===== config.mk =====
export PLATFORM = sky130hd
export DESIGN_NAME = cache_arbiter
export DESIGN_NICKNAME = d
export VERILOG_FILES = /design/src/rtl/cache_arbiter.sv
export SDC_FILE = /design/constraint.sdc
export NUM_CORES = 1
export LEC_CHECK = 0
export BUFFER_PORTS_ARGS = -buffer_cell sky130_fd_sc_hd__buf_2
export CORE_AREA = 2 2 534 536
export DETAILED_ROUTE_END_ITERATION = 10
export DIE_AREA = 0 0 536 538
export PLACE_DENSITY_LB_ADDON = 0.2
export SETUP_SLACK_MARGIN = 0.15
export SLEW_MARGIN = 25
export SYNTH_ARGS = -nofsm -noshare
export SYNTH_HDL_FRONTEND = slang
export SYNTH_SLANG_ARGS = --single-unit

===== constraint.sdc =====
create_clock -name clk -period 9.5 [get_ports clk]
set_input_delay 0.475 -clock clk [delete_from_list [all_inputs] [get_ports clk]]
set_output_delay 0.475 -clock clk [all_outputs]
set_load 0.01 [all_outputs]

===== src/rtl/cache_arbiter.sv =====
// -----------------------------------------------------------------------------
// cache_arbiter
//
// Shares one physical-memory port between the I-cache miss path (line reads)
// and the D-cache miss path (line reads and writebacks). Only one line
// transaction is in flight at a time. Simultaneous requests are resolved
// round-robin. The winner's address (and write data, for D) is latched at
// grant, so requesters may change their inputs while the transaction runs.
//
// Ports
//   clk, rst                 clock, asynchronous active-high reset
//   i_read, i_address        I-side line-read request and address
//   i_rdata, i_resp          I-side returned line and completion pulse
//   d_read, d_write          D-side read / writeback request
//   d_address, d_wdata       D-side address and writeback line
//   d_rdata, d_resp          D-side returned line and completion pulse
//   pmem_read, pmem_write    strobes to physical memory (registered grant)
//   pmem_address, pmem_wdata latched address / write line of the grant
//   pmem_rdata, pmem_resp    line and completion pulse from memory
// -----------------------------------------------------------------------------
module cache_arbiter #(
  parameter int ADDR_WIDTH = 32,
  parameter int LINE_WIDTH = 256
) (
  input  logic                  clk,
  input  logic                  rst,
  input  logic                  i_read,
  input  logic [ADDR_WIDTH-1:0] i_address,
  output logic [LINE_WIDTH-1:0] i_rdata,
  output logic                  i_resp,
  input  logic                  d_read,
  input  logic                  d_write,
  input  logic [ADDR_WIDTH-1:0] d_address,
  input  logic [LINE_WIDTH-1:0] d_wdata,
  output logic [LINE_WIDTH-1:0] d_rdata,
  output logic                  d_resp,
  output logic                  pmem_read,
  output logic                  pmem_write,
  output logic [ADDR_WIDTH-1:0] pmem_address,
  output logic [LINE_WIDTH-1:0] pmem_wdata,
  input  logic [LINE_WIDTH-1:0] pmem_rdata,
  input  logic                  pmem_resp
);

  localparam logic [1:0] IDLE    = 2'd0;
  localparam logic [1:0] SERVE_I = 2'd1;
  localparam logic [1:0] SERVE_D = 2'd2;

  logic [1:0] state;
  logic [1:0] state_next;
  logic       last_grant_d;  // 1: most recent grant went to D
  logic       op_write;      // latched D operation type

  logic i_req;
  logic d_req;
  logic grant_i;
  logic grant_d;

  assign i_req = i_read;
  assign d_req = d_read | d_write;

  // On a tie the side that did not win last time gets the port.
  assign grant_d = d_req & (~i_req | ~last_grant_d);
  assign grant_i = i_req & (~d_req |  last_grant_d);

  // NOTE: every output of a combinational block gets a default before the
  // case, so no path leaves it unassigned and no latch is inferred.
  always_comb begin
    state_next = state;
    case (state)
      IDLE: begin
        if (grant_d)      state_next = SERVE_D;
        else if (grant_i) state_next = SERVE_I;
      end
      // Completion always returns through IDLE, which gives the mandatory
      // dead cycle with both strobes low between transactions.
      SERVE_I, SERVE_D: begin
        if (pmem_resp) state_next = IDLE;
      end
      default: state_next = IDLE;
    endcase
  end

  // NOTE: sequential state uses non-blocking assignments so every register
  // samples the pre-edge values regardless of statement order.
  always_ff @(posedge clk or posedge rst) begin
    if (rst) begin
      state        <= IDLE;
      last_grant_d <= 1'b0;
      op_write     <= 1'b0;
      pmem_address <= '0;
      pmem_wdata   <= '0;
    end else begin
      state <= state_next;
      if (state == IDLE) begin
        if (grant_d) begin
          pmem_address <= d_address;
          pmem_wdata   <= d_wdata;
          op_write     <= d_write;  // write wins if read is also raised
          last_grant_d <= 1'b1;
        end else if (grant_i) begin
          pmem_address <= i_address;
          last_grant_d <= 1'b0;
        end
      end
    end
  end

  // Strobes decode registered state only: no request-to-strobe comb path.
  assign pmem_read  = (state == SERVE_I) | ((state == SERVE_D) & ~op_write);
  assign pmem_write = (state == SERVE_D) & op_write;

  // Memory completion is routed only to the owner of the transaction.
  assign i_resp = (state == SERVE_I) & pmem_resp;
  assign d_resp = (state == SERVE_D) & pmem_resp;

  assign i_rdata = pmem_rdata;
  assign d_rdata = pmem_rdata;

endmodule


* Word-level counts from Yosys, hierarchy flattened
Cells that the tools add are included.
W data, S select, Z words.
** Word-level totals
- Register bits after elaboration :: 292
- Input port bits :: 582
** Cells by class
- Eq/ne operators :: 4
- Multiplexer cells :: 8
- Bitwise logic cells :: 14
- Reductions and logical operators :: 6
** Operators by type and width (count)
- $mux W32 :: 2
- $and A1 B1 Y1 :: 6
- $mux W2 :: 3
- $reduce_and A2 Y1 :: 3
- $not A1 Y1 :: 4
- $or A1 B1 Y1 :: 4
- $pmux W2 S2 :: 1
- $ne A3 B3 Y1 const B :: 1
- $eq A2 B1 Y1 const B :: 1
- $eq A2 B2 Y1 const B :: 1
- $logic_not A2 Y1 :: 1
- $mux W1 :: 2
- $ne A2 B2 Y1 const B :: 1
- $reduce_bool A2 Y1 :: 1
- $reduce_or A2 Y1 :: 1

* Depth between registers and ports, before layout
Gate-level depths: netlist of run 1.
- Depth in word-level cells :: 7
- Gate-level depth with buffers :: 7
- Mapped depth without buffers :: 5

* Worst setup path after synthesis of run 1
OpenSTA, ideal clock, no wires.
- Kind :: register to register
- Start :: reg state[0]
- End :: reg pmem_wdata[0]
- Setup time :: 125 ps
- Data arrival time :: 1522 ps
- Required time :: 9375 ps
- Path slack :: 7853 ps
- Cell stages (with the launch flop) :: 8
- Path buffers :: 3
- Period minus slack after synthesis :: 1647 ps
- Cells stage by stage :: dfrtp_1 > inv_1 > ha_1 > and2_4 > buf_8 > buf_12 > buf_12 > mux2_4
** Between the ends
- Longest elaborated chain between the ends :: 2
** Ends and longest elaborated chain
- start, declared :: line 49 : logic [1:0] state;
- start signal, assigned :: line 94 : state <= state_next;
- $logic_not A2 Y1 :: line 95 : if (state == IDLE) begin
- $reduce_and A2 Y1 (no line)
- end signal, assigned :: line 98 : pmem_wdata <= d_wdata;
- end, declared :: line 40 : output logic [LINE_WIDTH-1:0] pmem_wdata,
No other way between the ends.
A chain may end at the register's enable or synchronous reset.

* Worst setup path in the final report of run 1
- Start :: reg state[0]
- End :: reg pmem_wdata[82]
Same word-level chain as after synthesis.

==> results of run 1 <==
==> metal layers <==
| metal | global-route usage [%] | part of all wire [%] | vias to the layer above |
|---|---|---|---|
| li1 | - | - | 4273 |
| met1 | 7.49 | 36 | 4774 |
| met2 | 10.5 | 40 | 1072 |
| met3 | 6.04 | 18 | 310 |
| met4 | 3.26 | 4.9 | 12 |
| met5 | 0.822 | 0.33 | - |
==> registers in the layout (all words and copies together), names as in the netlist <==
register	flops
pmem_wdata	256
state	2
last_grant_d	1
pmem_address	32
op_write	1
==> cell usage in the layout (no fill, tap or decap) <==
master | Yosys | layout
clkbuf_16 | 0 | 48
clkbuf_8 | 0 | 12
and2_4 | 1 | 1
nor3_1 | 1 | 1
buf_4 | 514 | 9
clkinvlp_4 | 0 | 3
diode_2 | 0 | 12
nand2_1 | 35 | 35
o32ai_1 | 1 | 1
o21ai_0 | 33 | 33
inv_1 | 4 | 3
o31ai_4 | 0 | 1
clkinv_4 | 0 | 2
and2_1 | 3 | 3
nor2b_1 | 1 | 1
clkinv_2 | 0 | 5
nand3_1 | 1 | 1
buf_2 | 7 | 617
bufinv_16 | 0 | 4
mux2_2 | 56 | 56
clkbuf_1 | 3 | 12
mux2i_1 | 33 | 33
a21o_1 | 1 | 1
clkinv_16 | 0 | 1
inv_16 | 0 | 1
buf_12 | 25 | 2
dlygate4sd3_1 | 0 | 229
dfrtp_1 | 292 | 292
a2bb2oi_2 | 1 | 1
a21oi_1 | 1 | 1
o2bb2ai_4 | 0 | 1
mux2_4 | 200 | 200
inv_8 | 0 | 1
ha_1 | 3 | 3
==> cells by family (layout without fill, tap and decap cells) <==
kind of cell,count (synthesis),in the layout,share of synthesized area (%)
adders and majority gates,3,3,0.232
buffers and inverters,555,949,27.5
DFF,292,292,45.2
muxes,289,289,24.5
other,0,12,0
and+or+nand+nor,42,42,1.08
AOI/OAI and AO/OA,39,39,1.39
==> cell usage after synthesis <==
library cell	instances
ha_1	3
o2bb2ai_2	1
buf_8	1
nand2_1	35
clkbuf_1	3
nor3_1	1
inv_1	4
o31ai_1	1
dfrtp_1	292
mux2_2	56
nor2b_1	1
o21ai_0	33
a21o_1	1
mux2i_1	33
and2_1	3
nand3_1	1
a21oi_1	1
o32ai_1	1
buf_2	7
mux2_4	200
a2bb2oi_2	1
and2_4	1
buf_12	25
buf_4	514
buf_6	1
==> final cells by class <==
type	instances	area, um^2
Timing Repair Buffer	857	5490
Clock buffer	72	1410
Inverter	4	22.5
Multi-Input combinational cell	373	4430
Sequential cell	292	7310
Antenna cell	12	30.0
Clock inverter	16	235
Fill cell	32900	260000
Tap cell	3762	4710
==> worst paths after layout <==
check / to / slack (ps) / depth (start not counted)
max: pmem_wdata[82] / 6110 / 6
min: pmem_wdata[45] / 80 / 2
max reg2reg: pmem_wdata[82] / 6110 / 6
min reg2reg: pmem_address[15] / 470 / 2
max in group asynchronous: pmem_wdata[246] / 6750 / 5
min in group asynchronous: pmem_wdata[198] / 420 / 3
==> per-stage QoR <==
stage | setup slack [ps] | util (%) | power [mW] | area [um^2] | instances
after global placement | 5940 | 6.94 | 6.09 | 19700 | 5059
after global routing | 5890 | 8.33 | 8.52 | 23600 | 5378
after CTS | 6010 | 8.33 | 8.24 | 23600 | 5376
after floorplan | 963 | - | 4.53 | 16200 | 1220
after detailed placement | 5930 | 6.94 | 6.11 | 19700 | 5059
final | 6110 | 8.34 | 7.90 | 23600 | 5388
==> worst register-to-register path, stage by stage (launching register included) <==
cell and delay [ps]:
dfrtp_1 380, inv_1 100, ha_1 290, and2_4 510
buf_4 730, buf_4 810, mux2_2 470
==> power groups by stage <==
stage               Sequential [mW]  Combinational [mW]  Clock (mW)
global placement               2.32                3.76           0
CTS                            2.32                3.88        2.04
global route                   2.39                4.07        2.07
floorplan                      2.53                2.00           0
finish                         2.30                3.70        1.90
detailed placement             2.34                3.77           0
==> repair_timing <==
action | in CTS | in global routing
hold buffers | 229 | 0
setup buffers | 0 | 0
endpoints found under the hold margin | 311 | 0
==> summary.md, run 1 <==
| Metric | Value |
|---|---|
| Initial antenna violation count | 59 |
| Type of element capturing the critical path | flip-flop |
| Worst-Margin Slew | ~1000 ps |
| Average wire per standard cell | 20.4 um |
| Layout cells sized above 1 | about three fifths |
| Syn_nets | between 1,500 and 2,000 |
| Clock buffer depth | 3 |
| Min-delay src | d_wdata[45] |
| FF-to-FF Start | state[0] |
| Congestion Overflow GR | 0 |
| Setup TNS | 0 ps |
| # nets final | ~2,200 |
| Period utilisation layout | 35.7% |
| Final number of setup-violating endpoints | 0 |
| GP Congestion | about 0.7 |
| Post-route DRC | 0 |
| CTS Sinks | 292 |
| Worst path arrival time | 3960 ps |
| RSZ-0062 raised after global routing | no |
| Delay-heaviest family, CP | buffers and inverters |
| Number of global-route vias before repair | about 11,000 |
| Worst skew pair latency | a little under 700 ps |
| Clock period minus worst slack | roughly 3400 ps |
| Die Area | slightly below 0.3 mm^2 |
| Relative slew slack | 33.3% |
| FF+latch count, synth | between 200 and 300 |
| Num rows | about 200 |
| Hold Crit Class | input port to flip-flop |
| H-tree levels | 2 |
| Synth top area cells | dfrtp_1 45%, buf_4 24%, mux2_4 19% |
| Post-Synthesis Cells | roughly 1,200 |
| Power Internal | between 4 and 5 mW |
| Sw Pwr | 3.23 mW |
| VDD IR max | ~150 uV |
| Total track usage | about 7.3% |
| Area delta synth->final | 46.3% |
| DR vias | ~10,000 |
| WS Path Type | flip-flop to flip-flop |
| Yosys warns | 0 |
| CTS root buf | clkbuf_16 |
| Die Span Y | about 540 um |
| # Max-Cap Violations | 0 |
| Synth cell types | 25 |
| PD cells | ~330 mW/mm^2 |
| Hold Violations, Final | 0 |
| Synth area leader | dfrtp_1 |
| Post-synth top area share | ~45% |
| Sequential fraction of the synthesis area | a little under half |
| IO buf count | 617 |
| Critical Path Most Common Cell | buf_4 |
| HPWL Detailed | slightly above 90,000 um |
| Sw frac | between 40% and 50% |
| Via density | 1.94 |
| Crit path launch | state[0] |
| CTS tree | done |
| DIE WIDTH | 536 um |
| Area of the mapped netlist | around 0.016 mm^2 |
| Buffers and inverters on the worst path | 3 |
| Min Hold Slack | around 79 ps |
| Fmax achieved | between 0.2 and 0.3 GHz |
| LEAKAGE | 9.82 nW |
| First-pass GRT wire length | 133,000 um |
| Resized cells post-CTS | 0 |
| Largest net degree at the start of global routing | 95 |
| Clock Pin Slew Worst Setup and Hold Paths | 60 ps |
| Skew final | between 20 and 25 ps |
| Critical path's largest stage delay | approximately 700 ps |
| Worst endpoint required time | slightly above 10,000 ps |
| Post-route ant nets | 0 |
| CP max FO | just over 40 |
| Crit start category | flip-flop |
| I/O Pins | roughly 1,400 |
| Initial drt markers | about 330 |
| Status | finished clean |
| Placeable core area | ~0.28 mm^2 |
| Total CTS buffers | 47 |
| Sequential share of power | 29.1% |
| Clock group share of total power | approximately a quarter |
| Slew Limit Fails | 0 |
| Slowest cell on crit path | buf_4 |
| Final WL | approximately 110,000 um |
| Starting Density | under 10% |
| Logic gate share of total power | 46.8% |
| Pre-Repair DR Iteration Count | 4 |
| Crit-path cells | inv_1 > ha_1 > and2_4 > buf_4 > buf_4 > mux2_2 |
| Average cell area after synthesis | about 13 um^2 |
Power figures use the tool's default switching activity.
==> inputs of run 2 (changes only) <==
==> constraint.sdc (replaced) <==
create_clock -name clk -period 2.9 [get_ports clk]
set_input_delay 0.145 -clock clk [delete_from_list [all_inputs] [get_ports clk]]
set_output_delay 0.145 -clock clk [all_outputs]
set_load 0.01 [all_outputs]
==> summary.md, run 2 (same netlist as run 1, synthesis figures left out) <==
| Metric | Value |
|---|---|
| PD cells | about 1000 mW/mm^2 |
| FF-to-FF Start | last_grant_d |
| Starting Density | ~5.7% |
| Max reg flops | between 200 and 300 |
| Most common cell after layout, fill and taps aside | buf_2 |
| Average wire per standard cell | between 20 and 25 um |
| DR vias | 10,900 |
| Post-route ant nets | 0 |
| Initial drt markers | about 310 |
| Type of element capturing the critical path | flip-flop |
| Worst Reg-to-Reg Cells | 5 |
| Final WL | between 100,000 and 150,000 um |
| First-pass GRT wire length | between 100,000 and 150,000 um |
| Largest net degree at the start of global routing | 73 |
| RSZ-0062 raised after global routing | no |
| Worst endpoint required time | 3420 ps |
| Period utilisation layout | 77.0% |
| CTS tree | done |
| Largest reg by FF count | pmem_wdata |
| Die Area | ~0.29 mm^2 |
| Clock Pin Slew Worst Setup and Hold Paths | ~60 ps |
| WS Path Type | flip-flop to flip-flop |
| Worst-Margin Slew | 774 ps |
| Crit start category | flip-flop |
| # Max-Cap Violations | 0 |
| Initial antenna violation count | 80 |
| Post-route DRC | 0 |
| Most frequent cells in the layout | 617 x buf_2, 328 x dlygate4sd3_1, 292 x dfrtp_1 |
| Die Span Y | 538 um |
| Clock period minus worst slack | 2230 ps |
| Top Registers | pmem_wdata (256), pmem_address (32), state (2) |
| Total CTS buffers | 48 |
| Layout cells sized above 1 | a little under three fifths |
| VDD IR max | ~430 uV |
| I/O Pins | 1,386 |
| Setup repair bufs after CTS | 0 |
| Post-place instance area | roughly 0.020 mm^2 |
| Worst path arrival time | ~2800 ps |
| HPWL Detailed | 94,500 um |
| Total track usage | 7.40% |
| Num rows | slightly below 200 |
| Status | finished clean |
| Worst skew pair latency | 670 ps |
| Fill count | 32,900 |
| Skew final | roughly 21 ps |
| CTS root buf | clkbuf_16 |
| Final instance area | ~0.025 mm^2 |
| Reg-to-reg critical path endpoint | pmem_address[27] |
| Placeable core area | 0.283 mm^2 |
| Slew Limit Fails | 0 |
| # nets final | approximately 2,300 |
| Hold Violations, Final | 0 |
| Congestion Overflow GR | 0 |
| H-tree levels | 2 |
| Fmax achieved | 0.448 GHz |
| Clock buffer depth | 3 |
| Final worst setup slack | approximately 670 ps |
| Resized cells post-CTS | 0 |
| CP max FO | 15 |
| Via density | around 2.0 |
| DIE WIDTH | between 500 and 600 um |
| Register-to-Register Setup Slack | about 670 ps |
| Pre-Repair DR Iteration Count | 4 |
| LEAKAGE | about 10 nW |
| CTS Sinks | 292 |
| GP Congestion | 0.694 |
| IO buf count | around 620 |
| Dpl ws | 691 ps |
| Final number of setup-violating endpoints | 0 |
| Hold buffers post-CTS | 328 |
| Relative slew slack | about half |
| Hold Crit Class | input port to asynchronous set/reset pin |
| Area delta synth->final | 52.8% |
| Number of global-route vias before repair | between 10,000 and 15,000 |
run 2: metal layers:
layer  vias up  part of all wire, %  global-route usage [%]
met2      1126                   39                    10.3
met3       399                   20                    6.76
met1      4899                   35                    7.31
met5         -                 0.39                    1.12
li1       4475                    -                       -
met4         8                  5.7                    3.67
run 2: how the worst max path moves through the flow:
stage / from / end / slack (ps) / cells past startpoint
floorplan: rst / last_grant_d / -1120 / 1
global placement: state[0] / pmem_wdata[164] / 660 / 6
detailed placement: state[0] / pmem_wdata[60] / 690 / 6
CTS: last_grant_d / pmem_address[27] / 540 / 5
global route: last_grant_d / pmem_address[27] / 500 / 5
finish: last_grant_d / pmem_address[27] / 670 / 5
run 2: layout make-up:
type                    instances  area [um^2]  area share, %
flip-flops and latches        292         7310           29.6
repair buffers                965         6650           26.9
well taps                    3762         4710           19.1
multi-input cells             373         4430           17.9
clock buffers                  69         1410           5.72
clock inverters                15          159          0.644
inverters                       4         18.8         0.0760
diodes                          6         15.0         0.0608
run 2: power by group:
part	switching (mW)	internal, mW
Sequential	1.19	6.22
Clock	2.51	3.46
Combinational	6.82	5.62
Total	10.5	15.3
run 2: critical path, stage by stage, from the launching register on:
cell and delay, ps:
dfrtp_1 420, o2bb2ai_4 270, buf_4 370, mux2i_1 300, dlygate4sd3_1 620, o21ai_0 80
run 2: metrics by stage:
step / TNS (ps) / hold slack (ps) / power [mW] / instances / util (%)
3_3_place_gp: 0 / 290 / 19.9 / 5068 / 7.00
6_report: 0 / 211 / 25.8 / 5486 / 8.72
2_1_floorplan: -327090 / 292 / 14.8 / 1220 / -
4_1_cts: 0 / 126 / 26.9 / 5480 / 8.71
3_5_place_dp: 0 / 290 / 19.9 / 5068 / 7.00
5_1_grt: 0 / 184 / 28.0 / 5482 / 8.71
